[src/rtl/alu_scheduler.sv]
// Two-requester ALU front end: round-robin grant in IDLE, one-cycle execute,
// then the response is held until the consumer takes it.
module alu_scheduler #(
  parameter int WIDTH = 8
) (
  input  logic             clk,
  input  logic             rst,
  input  logic             req0_valid,
  input  logic             req1_valid,
  output logic             req0_ready,
  output logic             req1_ready,
  input  logic [1:0]       req0_opcode,
  input  logic [1:0]       req1_opcode,
  input  logic [WIDTH-1:0] req0_a,
  input  logic [WIDTH-1:0] req0_b,
  input  logic [WIDTH-1:0] req1_a,
  input  logic [WIDTH-1:0] req1_b,
  output logic             rsp_valid,
  input  logic             rsp_ready,
  output logic             rsp_id,
  output logic [WIDTH-1:0] rsp_result,
  output logic             rsp_zero,
  output logic             busy
);

  typedef enum logic [1:0] {
    S_IDLE = 2'd0,
    S_EXEC = 2'd1,
    S_RESP = 2'd2
  } state_t;

  state_t           r_state;
  state_t           w_state_next;

  logic             r_last_id;
  logic [1:0]       r_op;
  logic [WIDTH-1:0] r_a;
  logic [WIDTH-1:0] r_b;
  logic             r_id;
  logic             r_rsp_valid;
  logic             r_rsp_id;
  logic [WIDTH-1:0] r_rsp_result;
  logic             r_rsp_zero;

  logic             w_any_valid;
  logic             w_grant_id;
  logic             w_accept;
  logic             w_rsp_fire;
  logic [WIDTH-1:0] w_alu;

  // Under contention the requester that did not own the last response wins.
  assign w_any_valid = req0_valid | req1_valid;
  assign w_grant_id  = (req0_valid && req1_valid) ? ~r_last_id : req1_valid;
  assign w_accept    = (r_state == S_IDLE) && w_any_valid;
  assign w_rsp_fire  = (r_state == S_RESP) && rsp_ready;

  always_ff @(posedge clk) begin
    if (rst) begin
      r_state <= S_IDLE;
    end else begin
      r_state <= w_state_next;
    end
  end

  always_comb begin
    w_state_next = r_state;
    case (r_state)
      S_IDLE:  if (w_any_valid) w_state_next = S_EXEC;
      S_EXEC:  w_state_next = S_RESP;
      S_RESP:  if (rsp_ready) w_state_next = S_IDLE;
      default: w_state_next = S_IDLE;
    endcase
  end

  // Outputs are forced to their reset values during the reset cycle itself.
  always_comb begin
    req0_ready = 1'b0;
    req1_ready = 1'b0;
    busy       = 1'b0;
    if (!rst) begin
      req0_ready = w_accept && !w_grant_id;
      req1_ready = w_accept && w_grant_id;
      busy       = (r_state != S_IDLE);
    end
  end

  assign rsp_valid  = r_rsp_valid & ~rst;
  assign rsp_id     = r_rsp_id & ~rst;
  assign rsp_result = rst ? '0 : r_rsp_result;
  assign rsp_zero   = r_rsp_zero & ~rst;

  always_comb begin
    case (r_op)
      2'b00:   w_alu = r_a + r_b;
      2'b01:   w_alu = r_a - r_b;
      2'b10:   w_alu = r_a & r_b;
      default: w_alu = r_a | r_b;
    endcase
  end

  always_ff @(posedge clk) begin
    if (rst) begin
      r_last_id    <= 1'b1;
      r_op         <= 2'b00;
      r_a          <= '0;
      r_b          <= '0;
      r_id         <= 1'b0;
      r_rsp_valid  <= 1'b0;
      r_rsp_id     <= 1'b0;
      r_rsp_result <= '0;
      r_rsp_zero   <= 1'b0;
    end else begin
      if (w_accept) begin
        r_id <= w_grant_id;
        r_op <= w_grant_id ? req1_opcode : req0_opcode;
        r_a  <= w_grant_id ? req1_a : req0_a;
        r_b  <= w_grant_id ? req1_b : req0_b;
      end
      if (r_state == S_EXEC) begin
        r_rsp_valid  <= 1'b1;
        r_rsp_id     <= r_id;
        r_rsp_result <= w_alu;
        r_rsp_zero   <= (w_alu == '0);
      end
      if (w_rsp_fire) begin
        r_rsp_valid <= 1'b0;
        r_last_id   <= r_rsp_id;
      end
    end
  end

endmodule

[config.mk]
export PLATFORM = sky130hd
export DESIGN_NAME = alu_scheduler
export DESIGN_NICKNAME = d
export VERILOG_FILES = /design/src/rtl/alu_scheduler.sv
export SDC_FILE = /design/constraint.sdc
export NUM_CORES = 1
export LEC_CHECK = 0
export ABC_CLOCK_PERIOD_IN_PS = 3500
export CORE_MARGIN = 1.5
export CORE_UTILIZATION = 35
export CTS_CLUSTER_SIZE = 8
export DETAILED_ROUTE_END_ITERATION = 7
export PLACE_DENSITY_LB_ADDON = 0.05
export SLEW_MARGIN = 20
export SYNTH_ARGS = -nofsm -noshare
export SYNTH_HDL_FRONTEND = slang
export SYNTH_SLANG_ARGS = --single-unit
[constraint.sdc]
create_clock -name clk -period 3.5 [get_ports clk]
set_input_delay 0.525 -clock clk [delete_from_list [all_inputs] [get_ports clk]]
set_output_delay 0.525 -clock clk [all_outputs]
set_load 0.02 [all_outputs]
# Word-level counts from Yosys, hierarchy flattened
# Index checks and enable logic that the tools add are counted.
word_totals:
  output_inout_bits: 14
  input_bits: 41
  word_cells: 50
  reg_bits: 33
classes:
  muxes: 12
  n_bitwise: 8
  reduce_logical: 12
  add_sub_neg: 2
  n_eq_ne: 6
ops:
  columns: ["cell", "n"]
  rows:
  - ["$mux 8", 3]
  - ["$pmux 8 s3", 1]
  - ["$add 8x8->8", 1]
  - ["$and 8x8->8", 1]
  - ["$logic_not 8->1", 1]
  - ["$or 8x8->8", 1]
  - ["$sub 8x8->8", 1]
  - ["$mux 2", 3]
  - ["$pmux 2 s3", 1]
  - ["$logic_and 1x1->1", 5]
  - ["$eq 2x1->1 const B", 2]
  - ["$eq 2x2->1 const B", 2]
  - ["$logic_not 2->1", 2]
  - ["$mux 1", 4]
  - ["$ne 2x2->1 const B", 2]
  - ["$and 1x1->1", 3]
  - ["$not 1->1", 2]
  - ["$reduce_and 2->1", 1]
  - ["$reduce_bool 2->1", 1]
  - ["$reduce_or 2->1", 1]
  - ["$logic_not 1->1", 1]
  - ["$or 1x1->1", 1]

# Longest topological paths before layout
# Gate-level depths: netlist of run 1.
logic_depth:
  ltp_word: 5
  depth_mapped: 13
  mapped_depth_nobuf: 13

# Worst setup path after synthesis of run 1
# Ideal clock, no wire load.
synth_path:
  path_type: "register -> register"
  startpoint: "register r_b[0]"
  endpoint: "register r_rsp_zero"
  t_arrival_ns: 2.654
  t_required_ns: 3.384
  setup_slack_ns: 0.730
  setup_time_ns: 0.116
  path_buffers: 0
  synth_period_minus_slack_ns: 2.770
  path_stages_with_launch: 13
  cell_sequence: "dfxtp_1 inv_1 ha_1 nor3b_1 a21oi_1 xnor2_1 ha_1 and3_4 a221oi_2 xor2_1 mux2_2 o311a_1 a41o_1"
synth_between:
  elab_chain_len: 3
  word_cells_on_any_way: 6
  cone_classes: "add/sub: 2; mux: 1; bitwise: 2; reduce/logical: 1"
synth_rtl:
  columns: ["element", "line", "source"]
  rows:
  - ["start: declaration", "38", "logic [WIDTH-1:0] r_b;"]
  - ["start signal: assignment", "117", "r_b <= w_grant_id ? req1_b : req0_b;"]
  - ["$sub 8x8->8, or another cell as far along", "95", "2'b01: w_alu = r_a - r_b;"]
  - ["$pmux 8 s3 *", "93", "case (r_op)"]
  - ["$logic_not 8->1 *", "123", "r_rsp_zero <= (w_alu == '0);"]
  - ["end signal: assignment", "123", null]
  - ["end: declaration", "43", "logic r_rsp_zero;"]
# Every way passes the cells marked *; elsewhere a longest branch is shown, timed or not.
# A chain may end at the register's enable or synchronous reset.

# Worst setup path in the final report of run 1
layout_path:
  startpoint: "register r_b[0]"
  endpoint: "register r_rsp_result[7]"
layout_between:
  elab_chain_len: 2
  word_cells_on_any_way: 3
  cone_classes: "add/sub: 2; mux: 1"
layout_rtl:
  columns: ["element", "line", "source"]
  rows:
  - ["$sub 8x8->8 / $add 8x8->8 (equally long branches)", "95, 94", null]
  - ["$pmux 8 s3 *", "93", null]
  - ["end signal: assignment", "122", "r_rsp_result <= w_alu;"]
  - ["end: declaration", "42", "logic [WIDTH-1:0] r_rsp_result;"]
# Marks and branches as above.

==> results of run 1 <==
## power breakdown
group          internal [mW]  leakage, nW  switching (mW)
sequential             0.415        0.272          0.0379
clock                  0.138       0.0450           0.136
combinational          0.262        0.712           0.265
total                  0.814         1.03           0.440
## cell type report
class / instances / area [µm²]
fill: 573 / 2839
clock buffer: 6 / 72.57
sequential: 33 / 660.6
tap: 72 / 90.09
multi-input combinational: 183 / 1215
clock inverter: 2 / 10.01
timing repair buffer: 62 / 600.6
inverter: 5 / 18.77
## state kept, by name, summed over array words and instances, names as in the netlist
register      cells
r_op              2
r_a               8
r_id              1
r_rsp_valid       1
r_state           2
r_rsp_zero        1
r_last_id         1
r_rsp_result      8
r_b               8
r_rsp_id          1
## worst min path at each step
stage	from	end	slack [ps]	depth (start not counted)
final	r_rsp_result[5]$_SDFFE_PP0N_	r_rsp_result[5]$_SDFFE_PP0N_	460	2
after global routing	r_id$_SDFFE_PP0P_	r_id$_SDFFE_PP0P_	490	1
after CTS	r_rsp_result[5]$_SDFFE_PP0N_	r_rsp_result[5]$_SDFFE_PP0N_	450	2
after detailed placement	r_id$_SDFFE_PP0P_	r_id$_SDFFE_PP0P_	440	1
after global placement	r_rsp_result[5]$_SDFFE_PP0N_	r_rsp_result[5]$_SDFFE_PP0N_	440	2
after floorplan	r_id$_SDFFE_PP0P_	r_id$_SDFFE_PP0P_	430	1
## cells in the final DEF (no fill, tap or decap), types with 2 or more instances in the layout
cell type,synthesis,layout
and3_1,2,2
inv_1,5,5
buf_4,0,8
nand2b_1,6,6
xnor2_1,8,8
nand2_1,20,20
a22oi_1,4,4
clkbuf_8,2,5
maj3_1,3,3
a31oi_1,2,2
mux2_2,2,2
a211oi_1,7,7
or3b_2,2,2
clkinv_2,0,2
xor2_1,2,2
o21ai_1,2,2
nor3_1,4,4
nor2_1,35,35
mux2i_1,2,2
a222oi_1,14,14
ha_1,10,10
o21ai_0,6,6
nor2b_1,18,18
dfxtp_1,33,33
a21oi_1,17,17
clkdlybuf4s50_1,0,54
## cells by family after synthesis
kind of cell	Yosys count
xor+xnor	10
compound gates	62
mux	4
fa+ha+maj	14
flops	33
buf+inv	19
simple gates	93
## stage by stage
stage          cell area (µm²)  utilization [%]  instances  total power, mW
3_3_place_gp              2585            46.94        355           0.9848
3_5_place_dp              2585            46.94        355           0.9875
4_1_cts                   2668            48.44        363            1.264
5_1_grt                   2668            48.44        363            1.348
6_report                  2668            48.44        363            1.254
2_1_floorplan             1986                -        235           0.8348
## metal layers
| layer | up-vias | global-route usage (%) |
|---|---|---|
| met3 | 8 | 3.488 |
| met5 | - | 0 |
| met4 | 0 | 6.250 |
| met1 | 891 | 21.21 |
| li1 | 956 | - |
| met2 | 55 | 29.83 |
## critical path, stage by stage, from the launching register on
cell and delay [ps]:
dfxtp_1 350, inv_1 100, ha_1 160, nor3b_1 260
a21oi_1 120, xnor2_1 150, ha_1 350, and3_4 210
a221oi_2 240, xor2_1 250, mux2_2 360, o311a_1 150
a211oi_2 210
==> impl_metrics.py, run 1 <==
metrics = {
    "critical_path": {
        "crit_path_max_fanout": 5,
        "reg2reg_to": "r_rsp_result[7]$_SDFFE_PP0N_",
        "rr_worst_depth": 12,
        "crit_arrival_ps": 3190,
        "critical_path_class": "reg2reg",
        "end_kind": "flip-flop",
        "timing.rr.start": "r_b[0]$_SDFFE_PP0P_",
        "cp-start-kind": "flip-flop",
        "crit_end": "r_rsp_result[7]$_SDFFE_PP0N_",
        "cp.required_ps": 3700,
        "ff2ff_setup_slack_ps": 510,
        "startpoint": "r_b[0]$_SDFFE_PP0P_",
    },
    "clock_network": {
        "hold_buffers": 0,
        "clk_path_buf_depth": 2,
        "cts_resized": 0,
        "cts_tree": "yes",
        "clkLatencyLatePin_ps": 280,
        "numCtsBuffers": 5,
        "htree_levels": 2,
        "post_cts_buffers": 0,
        "cts-root-buf": "clkbuf_8",
        "clock-sinks": 33,
        "clkSlewWorstSetupHoldPaths_ps": 70,
    },
    "floorplan": {
        "num_rows": 27,
        "start_util_pct": 36.06,
        "die_x_um": 78.32,
        "coreArea_um2": 5507,
        "die-area_um2": 6134,
        "boundaryPins": 55,
        "die_h_um": 78.32,
    },
    "route": {
        "wl_met3_um": 201,
        "highest_layer": "met4",
        "drc": 0,
        "wl_met2_um": 2495,
        "wl_um": 5061,
        "viasPerCell": 5.262,
        "ant_nets": 0,
        "m1WireLength_um": 2297,
        "via_count": 1910,
        "initialDrtViolationCount": 111,
        "first_pass_iters": 5,
        "wl_per_cell_um": 13.94,
    },
    "sta": {
        "setup_slack_ps": 513.3,
        "worst_pin_slew_ps": 937.6,
        "finalSetupViolCount": 0,
        "fin_tns_setup_ps": 0,
        "finClkSkew_ps": 6.996,
        "final_hold_viol_count": 0,
        "post-route-period-util_pct": 85.33,
        "whs_ps": 456.3,
        "rsz0062_at_grt": "no",
        "fmax_mhz": 334.8,
        "period_minus_slack_ps": 2987,
        "drv_slew": 0,
        "slew_headroom_pct": 37.36,
    },
    "synth": {
        "synthAdderAreaFrac_pct": 8.822,
        "synth_top_family_by_area": "simple AND/OR/NAND/NOR gates",
        "synth_xor_area_share_pct": 4.411,
        "ys_warn_count": 0,
        "synth_ff_type": "dfxtp_1",
        "synth-edff-count": 0,
        "yosys.area_share.simple_pct": 23.00,
        "ys_ff_latch": 33,
        "syn_avg_cell_area_um2": 8.450,
        "synthTopCellsByArea": "dfxtp_1 (33%), a222oi_1 (7.1%), nor2_1 (6.6%), ha_1 (6.3%), nor2b_1 (5.7%)",
        "yosysTopAreaCell": "dfxtp_1",
        "synth.distinct_cells": 44,
        "synth.most_common_cell": "nor2_1",
        "async_flop_share_pct": 0,
        "syn-instance-count": 235,
        "synth_mux_area_share_pct": 2.142,
        "synth_top_area_share_pct": 33.27,
        "synth_compound_area_share_pct": 22.81,
        "syn_area_um2": 1986,
        "synth_nets": 287,
        "synth_seq_area_share_pct": 33.27,
        "synthTopCellsByCount": "nor2_1 (35), dfxtp_1 (33), nand2_1 (20)",
    },
    "outcome": {
        "run_status": "finished, final reports clean",
    },
    "cells_and_area": {
        "area_growth_syn_to_layout_pct": 34.34,
        "nets": 342,
        "drive_above_1_share_pct": 7.560,
        "antenna_cells": 0,
    },
    "place": {
        "dp_hpwl_um": 3951,
        "pre_cts_ws_ps": 517.1,
        "globalplace.congestion": 0.7747,
        "io_buffers": 54,
    },
    "worst_hold_path": {
        "hold_path.class": "reg2reg",
    },
    "global_routing": {
        "grt_pass1_wl_um": 8293,
        "antenna_found_initial": 0,
        "grt_pass1_vias": 1762,
        "grt_remaining_overflow": 0,
        "grt_max_degree": 25,
        "grt_usage_pct": 17.29,
    },
    "run": {
        "drv_cap": 0,
    },
    "power_and_ir_drop": {
        "leakage_nw": 1.029,
        "ir_drop_v": 0.0002737,
        "power.density_nw_per_um2": 470.0,
    },
}
(Power assumes the default switching activity.)
==> run 2: changes to the inputs <==
- CORE_MARGIN: 1.5 -> 2
- SETUP_SLACK_MARGIN: default -> 0.2
==> impl_metrics.py, run 2 (synthesized netlist as in run 1, its figures left out) <==
metrics = {
    "outcome": {
        "run_status": "finished, final reports clean",
    },
    "place": {
        "globalplace.congestion": 0.7814,
        "dp_hpwl_um": 3846,
        "place_area_um2": 2585,
        "io_buffers": 54,
    },
    "sta": {
        "period_minus_slack_ps": 3002,
        "worst_pin_slew_ps": 931.7,
        "fin_tns_setup_ps": 0,
        "finClkSkew_ps": 6.670,
        "final_hold_viol_count": 0,
        "slew_headroom_pct": 37.76,
        "fmax_mhz": 333.2,
        "finalSetupViolCount": 0,
        "post-route-period-util_pct": 85.76,
        "drv_slew": 0,
        "rsz0062_at_grt": "no",
    },
    "critical_path": {
        "crit_arrival_ps": 3210,
        "critical_path_class": "reg2reg",
        "end_kind": "flip-flop",
        "cp_slowest_cell": "mux2_2",
        "crit_chain": "nor2b_1 > mux2_2 > inv_1 > ha_1 > nand2b_1 > a21oi_1 > a221oi_2 > xor2_1 > mux2_2 > o311a_1 > a211oi_2",
        "crit_top_cell": "mux2_2",
        "crit_path_max_fanout": 7,
        "cp-start-kind": "flip-flop",
        "cp.required_ps": 3710,
        "cp_num_buf_inv": 1,
        "crit_path_max_incr_delay_ps": 430,
        "critical_path.top_delay_family": "multiplexers",
    },
    "floorplan": {
        "die-area_um2": 6292,
        "die_h_um": 79.32,
        "start_util_pct": 36.06,
        "coreArea_um2": 5507,
        "num_rows": 27,
        "die_x_um": 79.32,
        "boundaryPins": 55,
    },
    "cells_and_area": {
        "area_growth_syn_to_layout_pct": 36.04,
        "largest_registers": "r_a: 8 flops, r_b: 8 flops, r_rsp_result: 8 flops",
        "final_cell_mix": "clkdlybuf4s50_1 (54), nor2_1 (35), dfxtp_1 (33)",
        "fin_util_pct": 49.06,
        "mostFrequentLayoutCell": "clkdlybuf4s50_1",
        "stdcell_area_um2": 2701,
        "antenna_cells": 0,
        "drive_above_1_share_pct": 7.560,
        "fillers": 562,
        "nets": 342,
    },
    "route": {
        "drc": 0,
        "viasPerCell": 5.074,
        "first_pass_iters": 4,
        "via_count": 1842,
        "wl_per_cell_um": 13.75,
        "ant_nets": 0,
        "initialDrtViolationCount": 91,
        "wl_um": 4990,
    },
    "clock_network": {
        "numCtsBuffers": 5,
        "post_cts_buffers": 0,
        "cts-root-buf": "clkbuf_8",
        "clkSlewWorstSetupHoldPaths_ps": 70,
        "htree_levels": 2,
        "clock-sinks": 33,
        "cts_tree": "yes",
        "clk_path_buf_depth": 2,
        "cts_resized": 0,
        "hold_buffers": 0,
        "clkLatencyLatePin_ps": 290,
    },
    "worst_hold_path": {
        "hold_path.class": "reg2reg",
    },
    "run": {
        "drv_cap": 0,
    },
    "global_routing": {
        "grt_remaining_overflow": 0,
        "grt_pass1_vias": 1634,
        "antenna_found_initial": 0,
        "grt_usage_pct": 16.11,
        "grt_max_degree": 26,
        "grt_pass1_wl_um": 7824,
    },
    "power_and_ir_drop": {
        "power.density_nw_per_um2": 499.8,
        "ir_drop_v": 0.0002004,
        "leakage_nw": 1.042,
    },
}
## run 2: cell count changes in the layout (fill, tap and decap cells not counted), sizes merged
| cell | previous run | this run |
|---|---|---|
| clkinv | 2 | 0 |
| clkbuf | 6 | 7 |
| bufinv | 0 | 1 |
## run 2: final timing paths
check                          startpoint                      endpoint  slack, ps  cells past startpoint
min          r_rsp_result[5]$_SDFFE_PP0N_  r_rsp_result[5]$_SDFFE_PP0N_        450                      2
max                  r_op[0]$_SDFFE_PP0P_  r_rsp_result[7]$_SDFFE_PP0N_        500                     11
min reg2reg  r_rsp_result[5]$_SDFFE_PP0N_  r_rsp_result[5]$_SDFFE_PP0N_        450                      2
max reg2reg          r_op[0]$_SDFFE_PP0P_  r_rsp_result[7]$_SDFFE_PP0N_        500                     11
## run 2: worst reg2reg max path, cell delays in order (launching register included)
cell and delay, ps:
dfxtp_1 320, nor2b_1 420, mux2_2 430, inv_1 60
ha_1 220, nand2b_1 90, a21oi_1 130, a221oi_2 270
xor2_1 260, mux2_2 360, o311a_1 150, a211oi_2 210
## run 2: routing by layer
layer,part of all wire (%),GRT usage [%]
met1,48,20.94
met2,46,26.10
met3,4.0,3.750
met4,1.4,5.690
met5,0,0
## run 2: layout make-up
cell class,instances,area (µm²),share of cell area [%]
Clock buffer,7,86.33,3.196
Clock inverter,1,30.03,1.112
Inverter,5,18.77,0.6948
Multi-Input combinational cell,183,1215,44.97
Sequential cell,33,660.6,24.46
Tap cell,72,90.09,3.335
Timing Repair Buffer,62,600.6,22.23
## run 2: power by group
part | internal [mW] | total [mW] | leakage, nW | switching (mW)
combinational | 0.261 | 0.524 | 0.712 | 0.263
clock | 0.232 | 0.373 | 0.0585 | 0.141
sequential | 0.415 | 0.453 | 0.272 | 0.0379
total | 0.908 | 1.35 | 1.04 | 0.442
## run 2: stage by stage
stage | setup slack [ps] | std cells | power, mW | hold WS, ps
2_1_floorplan | 730.2 | 235 | 0.8348 | 426.4
3_3_place_gp | 559.0 | 355 | 0.9831 | 437.5
3_5_place_dp | 542.5 | 355 | 0.9841 | 442.5
4_1_cts | 504.1 | 363 | 1.361 | 451.9
5_1_grt | 268.8 | 363 | 1.441 | 484.8
6_report | 498.4 | 363 | 1.350 | 446.7
